==> src/rtl/reg_writeback_ctrl_pkg.sv <==
`default_nettype none
// ============================================================================
// Module  : reg_writeback_ctrl_pkg
// Brief   : Shared encodings for the register-file writeback path.
// Rev     : 1.0  initial release
// ============================================================================
package reg_writeback_ctrl_pkg;

   localparam int ADDR_W = 5;
   localparam int DATA_W = 32;

   localparam logic [ADDR_W-1:0] REG_RA = 5'd31;

   typedef enum logic [1:0] {
      DST_RT   = 2'b00,
      DST_RD   = 2'b01,
      DST_RA   = 2'b10,
      DST_NONE = 2'b11
   } dst_sel_e;

   typedef enum logic [1:0] {
      SRC_ALU  = 2'b00,
      SRC_MEM  = 2'b01,
      SRC_PC4  = 2'b10,
      SRC_ZERO = 2'b11
   } src_sel_e;

endpackage
`default_nettype wire

==> src/rtl/reg_writeback_ctrl_wb_queue.sv <==
`default_nettype none
// ============================================================================
// Module  : wb_queue
// Brief   : In-order queue of {addr, data} writeback entries with flush.
// Rev     : 1.0  initial release
// ============================================================================
module wb_queue
   import reg_writeback_ctrl_pkg::*;
#(
   parameter int DEPTH = 4,
   parameter int PTR_W = 2
) (
   input  logic                      clk,
   input  logic                      rst,
   input  logic                      i_push,
   input  logic                      i_pop,
   input  logic                      i_flush,
   input  logic [ADDR_W-1:0]         i_addr,
   input  logic [DATA_W-1:0]         i_data,
   output logic [ADDR_W-1:0]         o_head_addr,
   output logic [DATA_W-1:0]         o_head_data,
   output logic [PTR_W-1:0]          o_head,
   output logic [PTR_W:0]            o_count,
   output logic [DEPTH-1:0]          o_valid,
   output logic [DEPTH*ADDR_W-1:0]   o_entry_addr,
   output logic [DEPTH*DATA_W-1:0]   o_entry_data
);

   logic [ADDR_W-1:0] r_addr [DEPTH];
   logic [DATA_W-1:0] r_data [DEPTH];
   logic [PTR_W-1:0]  r_head;
   logic [PTR_W-1:0]  r_tail;
   logic [PTR_W:0]    r_count;

   always_ff @(posedge clk or posedge rst) begin
      if (rst) begin
         r_head  <= '0;
         r_tail  <= '0;
         r_count <= '0;
      end else if (i_flush) begin
         r_head  <= '0;
         r_tail  <= '0;
         r_count <= '0;
      end else begin
         if (i_push) r_tail <= r_tail + 1'b1;
         if (i_pop)  r_head <= r_head + 1'b1;
         r_count <= r_count + (PTR_W+1)'(i_push) - (PTR_W+1)'(i_pop);
      end
   end

   // Storage needs no reset: validity comes solely from head/count.
   always_ff @(posedge clk) begin
      if (i_push && !i_flush) begin
         r_addr[r_tail] <= i_addr;
         r_data[r_tail] <= i_data;
      end
   end

   for (genvar gi = 0; gi < DEPTH; gi++) begin : g_entry
      logic [PTR_W-1:0] w_off;
      assign w_off        = PTR_W'(gi) - r_head;
      assign o_valid[gi]  = ({1'b0, w_off} < r_count);
      assign o_entry_addr[gi*ADDR_W +: ADDR_W] = r_addr[gi];
      assign o_entry_data[gi*DATA_W +: DATA_W] = r_data[gi];
   end

   assign o_head_addr = r_addr[r_head];
   assign o_head_data = r_data[r_head];
   assign o_head      = r_head;
   assign o_count     = r_count;

endmodule
`default_nettype wire

==> src/rtl/reg_writeback_ctrl.sv <==
`default_nettype none
// ============================================================================
// Module  : reg_writeback_ctrl
// Brief   : Queued register-file write sequencer with read-side bypass.
// Rev     : 1.0  initial release
// ============================================================================
module reg_writeback_ctrl
   import reg_writeback_ctrl_pkg::*;
#(
   parameter int DEPTH = 4,
   parameter int PTR_W = 2
) (
   input  logic              CLK,
   input  logic              CLR,
   input  logic              wb_valid,
   output logic              wb_ready,
   input  logic [1:0]        wb_dst_sel,
   input  logic [1:0]        wb_src_sel,
   input  logic [4:0]        rt,
   input  logic [4:0]        rd,
   input  logic [31:0]       alu_result,
   input  logic [31:0]       mem_data,
   input  logic [31:0]       pc_plus4,
   input  logic              drain_en,
   input  logic              flush,
   output logic [4:0]        WriteReg,
   output logic [31:0]       WriteData,
   output logic              WE,
   input  logic [4:0]        byp_addr,
   output logic              byp_hit,
   output logic [31:0]       byp_data,
   output logic [PTR_W:0]    pending
);

   logic [ADDR_W-1:0]       w_dst_addr;
   logic [DATA_W-1:0]       w_src_data;
   logic                    w_push;
   logic                    w_pop;
   logic [ADDR_W-1:0]       w_head_addr;
   logic [DATA_W-1:0]       w_head_data;
   logic [PTR_W-1:0]        w_head;
   logic [PTR_W:0]          w_count;
   logic [DEPTH-1:0]        w_valid;
   logic [DEPTH*ADDR_W-1:0] w_ent_addr;
   logic [DEPTH*DATA_W-1:0] w_ent_data;
   logic [PTR_W-1:0]        w_idx;
   logic                    r_live;

   always_comb begin
      case (dst_sel_e'(wb_dst_sel))
         DST_RT:  w_dst_addr = rt;
         DST_RD:  w_dst_addr = rd;
         DST_RA:  w_dst_addr = REG_RA;
         default: w_dst_addr = '0;
      endcase
      case (src_sel_e'(wb_src_sel))
         SRC_ALU: w_src_data = alu_result;
         SRC_MEM: w_src_data = mem_data;
         SRC_PC4: w_src_data = pc_plus4;
         default: w_src_data = '0;
      endcase
   end

   // r_live holds ready low until the first edge after reset release.
   assign wb_ready = r_live && !w_count[PTR_W] && !flush;
   assign w_push   = wb_valid && wb_ready && (w_dst_addr != '0);
   assign w_pop    = drain_en && (w_count != '0) && !flush;
   assign pending  = w_count;

   wb_queue #(
      .DEPTH (DEPTH),
      .PTR_W (PTR_W)
   ) u_queue (
      .clk          (CLK),
      .rst          (CLR),
      .i_push       (w_push),
      .i_pop        (w_pop),
      .i_flush      (flush),
      .i_addr       (w_dst_addr),
      .i_data       (w_src_data),
      .o_head_addr  (w_head_addr),
      .o_head_data  (w_head_data),
      .o_head       (w_head),
      .o_count      (w_count),
      .o_valid      (w_valid),
      .o_entry_addr (w_ent_addr),
      .o_entry_data (w_ent_data)
   );

   always_ff @(posedge CLK or posedge CLR) begin
      if (CLR) begin
         r_live    <= 1'b0;
         WE        <= 1'b0;
         WriteReg  <= '0;
         WriteData <= '0;
      end else begin
         r_live <= 1'b1;
         if (w_pop) begin
            WE        <= 1'b1;
            WriteReg  <= w_head_addr;
            WriteData <= w_head_data;
         end else begin
            WE <= 1'b0;
         end
      end
   end

   // Scan oldest to newest so the youngest match overrides; output reg is lowest.
   always_comb begin
      byp_hit  = 1'b0;
      byp_data = '0;
      w_idx    = '0;
      if (byp_addr != '0) begin
         if (WE && (WriteReg == byp_addr)) begin
            byp_hit  = 1'b1;
            byp_data = WriteData;
         end
         for (int k = 0; k < DEPTH; k++) begin
            w_idx = w_head + PTR_W'(k);
            if (w_valid[w_idx] && (w_ent_addr[int'(w_idx)*ADDR_W +: ADDR_W] == byp_addr)) begin
               byp_hit  = 1'b1;
               byp_data = w_ent_data[int'(w_idx)*DATA_W +: DATA_W];
            end
         end
      end
   end

endmodule
`default_nettype wire

==> config.mk <==
export PLATFORM = sky130hd
export DESIGN_NAME = reg_writeback_ctrl
export DESIGN_NICKNAME = d
export VERILOG_FILES = /design/src/rtl/reg_writeback_ctrl_pkg.sv /design/src/rtl/reg_writeback_ctrl_wb_queue.sv /design/src/rtl/reg_writeback_ctrl.sv
export SDC_FILE = /design/constraint.sdc
export NUM_CORES = 1
export LEC_CHECK = 0
export ABC_CLOCK_PERIOD_IN_PS = 6290
export BUFFER_PORTS_ARGS = -buffer_cell sky130_fd_sc_hd__clkbuf_2
export CAP_MARGIN = 15
export CORE_MARGIN = 2
export CORE_UTILIZATION = 61
export CTS_CLUSTER_SIZE = 8
export DETAILED_ROUTE_END_ITERATION = 7
export PLACE_DENSITY = 0.85
export SYNTH_ARGS = -nofsm -noshare
export SYNTH_HDL_FRONTEND = slang
export SYNTH_SLANG_ARGS = --single-unit
==> constraint.sdc <==
create_clock -name CLK -period 6.29 [get_ports CLK]
set_input_delay 0.629 -clock CLK [delete_from_list [all_inputs] [get_ports CLK]]
set_output_delay 0.629 -clock CLK [all_outputs]
set_load 0.005 [all_outputs]
# --- Word-level counts from Yosys, hierarchy flattened ---
# Memories as Yosys holds them, arrays and structs flattened. A register that Yosys moved wholly into a read port is not among the register bits.
# Index checks and enable logic that the tools add are counted.
# Widths: inputs -> output; s select.
classes:
  addsub: 10
  n_mul: 4
  n_lt_le_gt_ge: 8
  n_eq_ne: 9
  shifts: 8
  muxes: 30
  reduce_logical: 21
op_table:
  columns: ["op", "n"]
  rows:
  - ["$shiftx 128x8->32", 4]
  - ["$mux 32", 6]
  - ["$pmux 32 s3", 1]
  - ["$shiftx 20x6->5", 4]
  - ["$eq 5x5->1", 5]
  - ["$mul 2x3->5 const B", 4]
  - ["$pmux 5 s3", 1]
  - ["$mux 1", 13]
  - ["$logic_and 1x1->1", 12]
  - ["$lt 2x3->1", 4]
  - ["$lt 2x3->1 const B", 4]
  - ["$reduce_bool 5->1", 2]
  - ["$bmux 1 s2", 4]
  - ["$mux 2", 4]
  - ["$add 2x1->2 const B", 2]
  - ["$add 2x2->2 const B", 2]
  - ["$eq 2x1->1 const B", 2]
  - ["$eq 2x2->1 const B", 2]
  - ["$logic_not 2->1", 2]
  - ["$reduce_bool 2->1", 2]
  - ["$sub 1x2->2 const A", 2]
  - ["$sub 2x2->2 const A", 2]
  - ["$add 3x1->3", 1]
  - ["$mux 3", 1]
  - ["other kinds (3)", 4]
totals:
  regBits: 9
  mem_bits_rw: 148
  output_inout_bits: 75
  wordCells: 97
  n_memories: 2
mem_list:
  columns: ["name", "depth", "word_bits", "rd", "rd_ports_with_merged_regs", "wr", "line", "rtl"]
  rows:
  - ["u_queue.r_data", 4, 32, 5, 1, 1, "reg_writeback_ctrl_wb_queue.sv:30", "logic [DATA_W-1:0] r_data [DEPTH];"]
  - ["u_queue.r_addr", 4, 5, 5, 1, 1, "reg_writeback_ctrl_wb_queue.sv:29", "logic [ADDR_W-1:0] r_addr [DEPTH];"]

# --- Longest topological paths before layout ---
logic_depth:
  depth_word: 10
  depth_mapped: 14

# --- Cells and area by module ---
# From an unflattened synthesis, not the netlist that was laid out.
hier_totals:
  cells_unflattened: 1166
  hier_area_um2: 13240.2
by_module_without_submodules:
  columns: ["mod", "instances", "cells_each", "area_per_inst_um2", "seq_area_each_um2"]
  rows:
  - ["reg_writeback_ctrl", 1, 915, 7313.3, 975.9]
  - ["wb_queue", 1, 251, 5926.9, 4619.4]

# --- Worst setup path after synthesis ---
# OpenSTA, ideal clock, no wires.
synth_path:
  path_type: "flip-flop to output port"
  from: "register u_queue.r_head[1] (netlist: u_queue.o_head[1])"
  to: "output port byp_data[21]"
  t_arrival_ps: 2923
  setup_slack_ps: 2738
  stages_incl_launch_ff: 14
  path_buffers: 3
  path_cell_list: "dfrtp_1 -> buf_2 -> buf_4 -> xnor2_1 -> inv_2 -> ha_1 -> nor2b_1 -> o221ai_1 -> a21oi_1 -> nor4_4 -> buf_4 -> mux2i_1 -> mux2_2 -> o221a_1"
synth_between:
  elab_chain_len: 10
  word_cells_on_any_way: 44
synth_rtl:
  columns: ["element", "line", "rtl"]
  rows:
  - ["start, declared", "reg_writeback_ctrl_wb_queue.sv:31", "logic [PTR_W-1:0] r_head;"]
  - ["start signal, assigned", "reg_writeback_ctrl_wb_queue.sv:46", "if (i_pop) r_head <= r_head + 1'b1;"]
  - ["parallel branches: the longest is 8 deep, another holds $mul 2x3->5", null, null]
  - ["$mux 32 *", "reg_writeback_ctrl.sv:120", "if (w_valid[w_idx] && (w_ent_addr[int'(w_idx)*ADDR_W +: ADDR_W] == byp_addr)) begin"]
  - ["$mux 32 *", "reg_writeback_ctrl.sv:113", "if (byp_addr != '0) begin"]
  - ["end, declared", "reg_writeback_ctrl.sv:31", "output logic [31:0] byp_data,"]
# Mark *: on every way between the ends. The select of a mux whose other input is x is not followed.

# --- Final worst setup path ---
layout_path:
  from: "register u_queue.r_head[1] (netlist: u_queue.o_head[1])"
  to: "output port byp_data[22]"
# The elaborated chain is that of the path after synthesis.

==> flow_summary.toml <==
[floorplanning]
design.die.area_um2 = 21600
die_height_um = 147
io_pins = 195
rows = 52
die_x_um = 147
core_area_um2 = 20200
floorplan.initialDensity = 0.618

[logic_synthesis]
synth_cell_types = 51
combined_area_of_all_synthesized_cells_um2 = 12500
syn_nets = 1331
ys_ff_latch = 194
ys_async_sr_fraction = 0.237
yosysWarnings = 0
number_of_enable_flip_flop_cells_after_synthesis = 148
synth_most_common_cell = "sky130_fd_sc_hd__edfxtp_1"
portion_of_the_post_synthesis_area_used_by_sequential_elements = 0.449
synth_area_leaders = "sky130_fd_sc_hd__edfxtp_1 (36%), sky130_fd_sc_hd__dfrtp_1 (9.2%), sky130_fd_sc_hd__mux2i_1 (8.4%), sky130_fd_sc_hd__mux2_1 (6.3%), sky130_fd_sc_hd__o21ai_0 (5.2%)"
post-synth-top-area-cell = "sky130_fd_sc_hd__edfxtp_1"
netlist_instances = 1200
synth_top_flop_cell = "sky130_fd_sc_hd__edfxtp_1"
synth.top_cell.area_share = 0.357
synth_commonest_cells = "sky130_fd_sc_hd__edfxtp_1 (148), sky130_fd_sc_hd__nand2_1 (143), sky130_fd_sc_hd__o21ai_0 (130), sky130_fd_sc_hd__mux2i_1 (105), sky130_fd_sc_hd__nor2_1 (104)"
synth_area_per_cell_um2 = 10.4

[setup_path]
capture_point_of_the_worst_path = "byp_data[22]"
ff2ff_path_depth = 10
worstSetupStartpointType = "flop"
path_max_fanout = 39
worstPathBufferInverterCount = 3
cp_slowest_cell = "sky130_fd_sc_hd__o21ai_4"
cp.arrival_ns = 4.76
critical_r2r_launch = "u_queue.o_count[2]"
timing.critical_path.cells = "buf_4 > inv_2 > ha_1 > nor3_1 > a21oi_1 > a221o_2 > o21ai_4 > a221oi_1 > nor3_1 > clkbuf_2"
endpoint_kind = "output pin"
worst_flop_to_flop_path_endpoint = "u_queue.o_count[2]"
criticalPathCategory = "reg -> out"
required_ns = 5.66
reg2reg_setup_slack_ns = 3.68
cp.depth = 10
crit_path_start = "u_queue.o_head[1]"
cp_slowest_stage_delay_ns = 0.97
kind_of_cell_with_the_highest_combined_delay_on_the_critical_path = "compound AO/OA/AOI/OAI gates"
worst_path_most_repeated_cell = "sky130_fd_sc_hd__nor3_1"

[flow_run]
maxCapViolCount = 0

[cells_and_area]
area_delta_synth_final_pct = 13.0
nets_final = 1445
fillCellCount = 1453
share_of_layout_cells_above_drive_strength_1 = 0.230
multiInputGateArea_um2 = 6360
antenna_cells_inserted = 0
seq_area_um2 = 5600

[sta]
finalSetupViolations = 0
fmax_ghz = 0.186
slew_viol_final = 0
tns_ns = 0
fin_worst_skew_ns = 0.00809
period_needed_ns = 5.39
max_slew.worst_pin.slew_ns = 1.18
hold_viol_final = 0
final_min_period_over_clock_period = 0.857
max_slew_margin = 0.215
rsz0062_at_grt = "no"

[clocking]
maximum_count_of_clock_buffers_along_a_single_path = 2
cts_max_level = 4
clk-insertion-delay-late_ns = 0.43
clock-sinks = 194
post-cts-setup-buffers = 0
cts-resized-gates = 0
root_buffer_master = "sky130_fd_sc_hd__clkbuf_16"
tritoncts = "done"
cts_hold_repair.buffers = 0
cts_inserted_buffers = 17
clk_pin_slew_worst_paths_ns = 0.07

[pwr]
total_power_uw = 4570
total_leakage_power_uw = 0.00513
vdd_drop_max_mv = 0.210
power_per_cell_area_nw_per_um2 = 324

[global_route]
antenna_found_initial = 0
grt_pass1_wl_mm = 51.5
grt_overall_usage = 0.302
first_global_vias = 10100
overflow = 0
grt_max_degree = 117

[worst_hold_path]
hold_path.class = "in -> async"

[detailed_routing]
drc_errors = 0
postRouteAntennaNets = 0
drt_first_pass_iters = 5
dr_vias = 10300
vias_per_cell = 6.42
finalWirelength_mm = 32.4
drt_iter0_markers = 980
route.detailed.wl_per_inst_um = 20.3

[placed_design]
hpwl_mm = 19.9
place.gp.congestion = 0.812
placement.io_buffers = 194

[status]
status = "finished, final reports clean"
## power by group
| group | leakage, µW | internal, µW | total (µW) | switching (µW) |
|---|---|---|---|---|
| combinational | 0.00290 | 662 | 1630 | 969 |
| sequential | 0.00193 | 1540 | 1750 | 203 |
| clock | 0.000304 | 705 | 1190 | 484 |
## routing by layer
metal	wire length, µm	track usage	part of all wire
met1	13100	0.398	0.40
met4	823	0.119	0.025
met2	15600	0.500	0.48
met3	2910	0.0556	0.090
met5	0	0	0
## registers in the layout (all words and copies together) (netlist names)
register,count
WE,1
WriteData,32
WriteReg,5
r_live,1
u_queue.o_count,3
u_queue.o_head,2
u_queue.r_addr,20
u_queue.r_data,128
u_queue.r_tail,2
## tightest hold or removal path, stage by stage
cell and delay, ns:
sky130_fd_sc_hd__clkbuf_2 0.09, sky130_fd_sc_hd__inv_2 0.04, sky130_fd_sc_hd__buf_4 0.55
## cell type report
| type | count | share of cell area |
|---|---|---|
| clock buffer | 18 | 0.0305 |
| clock inverter | 14 | 0.0151 |
| inverter | 19 | 0.00524 |
| multi-input combinational | 875 | 0.452 |
| sequential | 194 | 0.398 |
| tap | 270 | 0.0240 |
| timing repair buffer | 207 | 0.0758 |
## metrics by stage
| stage | cells | hold slack [ns] | area [µm²] | setup WS (ns) | util |
|---|---|---|---|---|---|
| floorplan | 1200 | 0.494 | 12500 | 2.74 | - |
| global placement | 1565 | 0.487 | 13400 | 1.60 | 0.667 |
| detailed placement | 1565 | 0.496 | 13400 | 1.52 | 0.667 |
| CTS | 1597 | 0.390 | 14100 | 0.983 | 0.698 |
| global route | 1597 | 0.410 | 14100 | 0.745 | 0.698 |
| finish | 1597 | 0.369 | 14100 | 0.900 | 0.698 |
## cells by family (layout without fill, tap and decap cells)
logic type	Yosys count	after routing	share of synthesized area
simple gates	303	303	0.101
mux	223	223	0.209
xor+xnor	29	29	0.0204
flops	194	194	0.449
fa+ha+maj	11	11	0.0116
compound gates	308	308	0.165
buf+inv	131	258	0.0434
other cells	1	1	0.000301
## cells in the final DEF, fill, tap and decap left out, types with 3 or more instances in the layout
cell / n
sky130_fd_sc_hd__clkinvlp_4: 3
sky130_fd_sc_hd__o31a_1: 24
sky130_fd_sc_hd__xor2_1: 12
sky130_fd_sc_hd__mux2_2: 28
sky130_fd_sc_hd__mux2i_1: 105
sky130_fd_sc_hd__o221a_1: 6
sky130_fd_sc_hd__o311a_1: 24
sky130_fd_sc_hd__nor2_1: 103
sky130_fd_sc_hd__o221ai_1: 4
sky130_fd_sc_hd__ha_1: 10
sky130_fd_sc_hd__nor3_1: 26
sky130_fd_sc_hd__mux2_1: 70
sky130_fd_sc_hd__xnor2_1: 17
sky130_fd_sc_hd__a211oi_1: 54
sky130_fd_sc_hd__edfxtp_1: 148
sky130_fd_sc_hd__mux4_2: 20
sky130_fd_sc_hd__nor2b_1: 7
sky130_fd_sc_hd__inv_1: 15
sky130_fd_sc_hd__a221oi_1: 24
sky130_fd_sc_hd__buf_4: 13
sky130_fd_sc_hd__and2_2: 4
sky130_fd_sc_hd__a21oi_1: 30
sky130_fd_sc_hd__inv_2: 3
sky130_fd_sc_hd__clkbuf_16: 17
sky130_fd_sc_hd__clkinv_4: 3
sky130_fd_sc_hd__o21ai_0: 130
sky130_fd_sc_hd__dfrtp_1: 44
sky130_fd_sc_hd__nand2_1: 143
sky130_fd_sc_hd__bufinv_16: 5
sky130_fd_sc_hd__o21ai_1: 4
sky130_fd_sc_hd__clkbuf_2: 194
## worst min-delay path by stage
stage	endpoint	cells past startpoint	startpoint
6_report	WriteData[4]	3	CLR
5_1_grt	WriteData[4]	3	CLR
4_1_cts	WriteData[4]	3	CLR
3_5_place_dp	WriteData[14]	2	WriteData[14]
3_3_place_gp	WriteData[4]	2	WriteData[4]
2_1_floorplan	WriteData[0]	2	WriteData[0]
(Power assumes the default switching activity.)
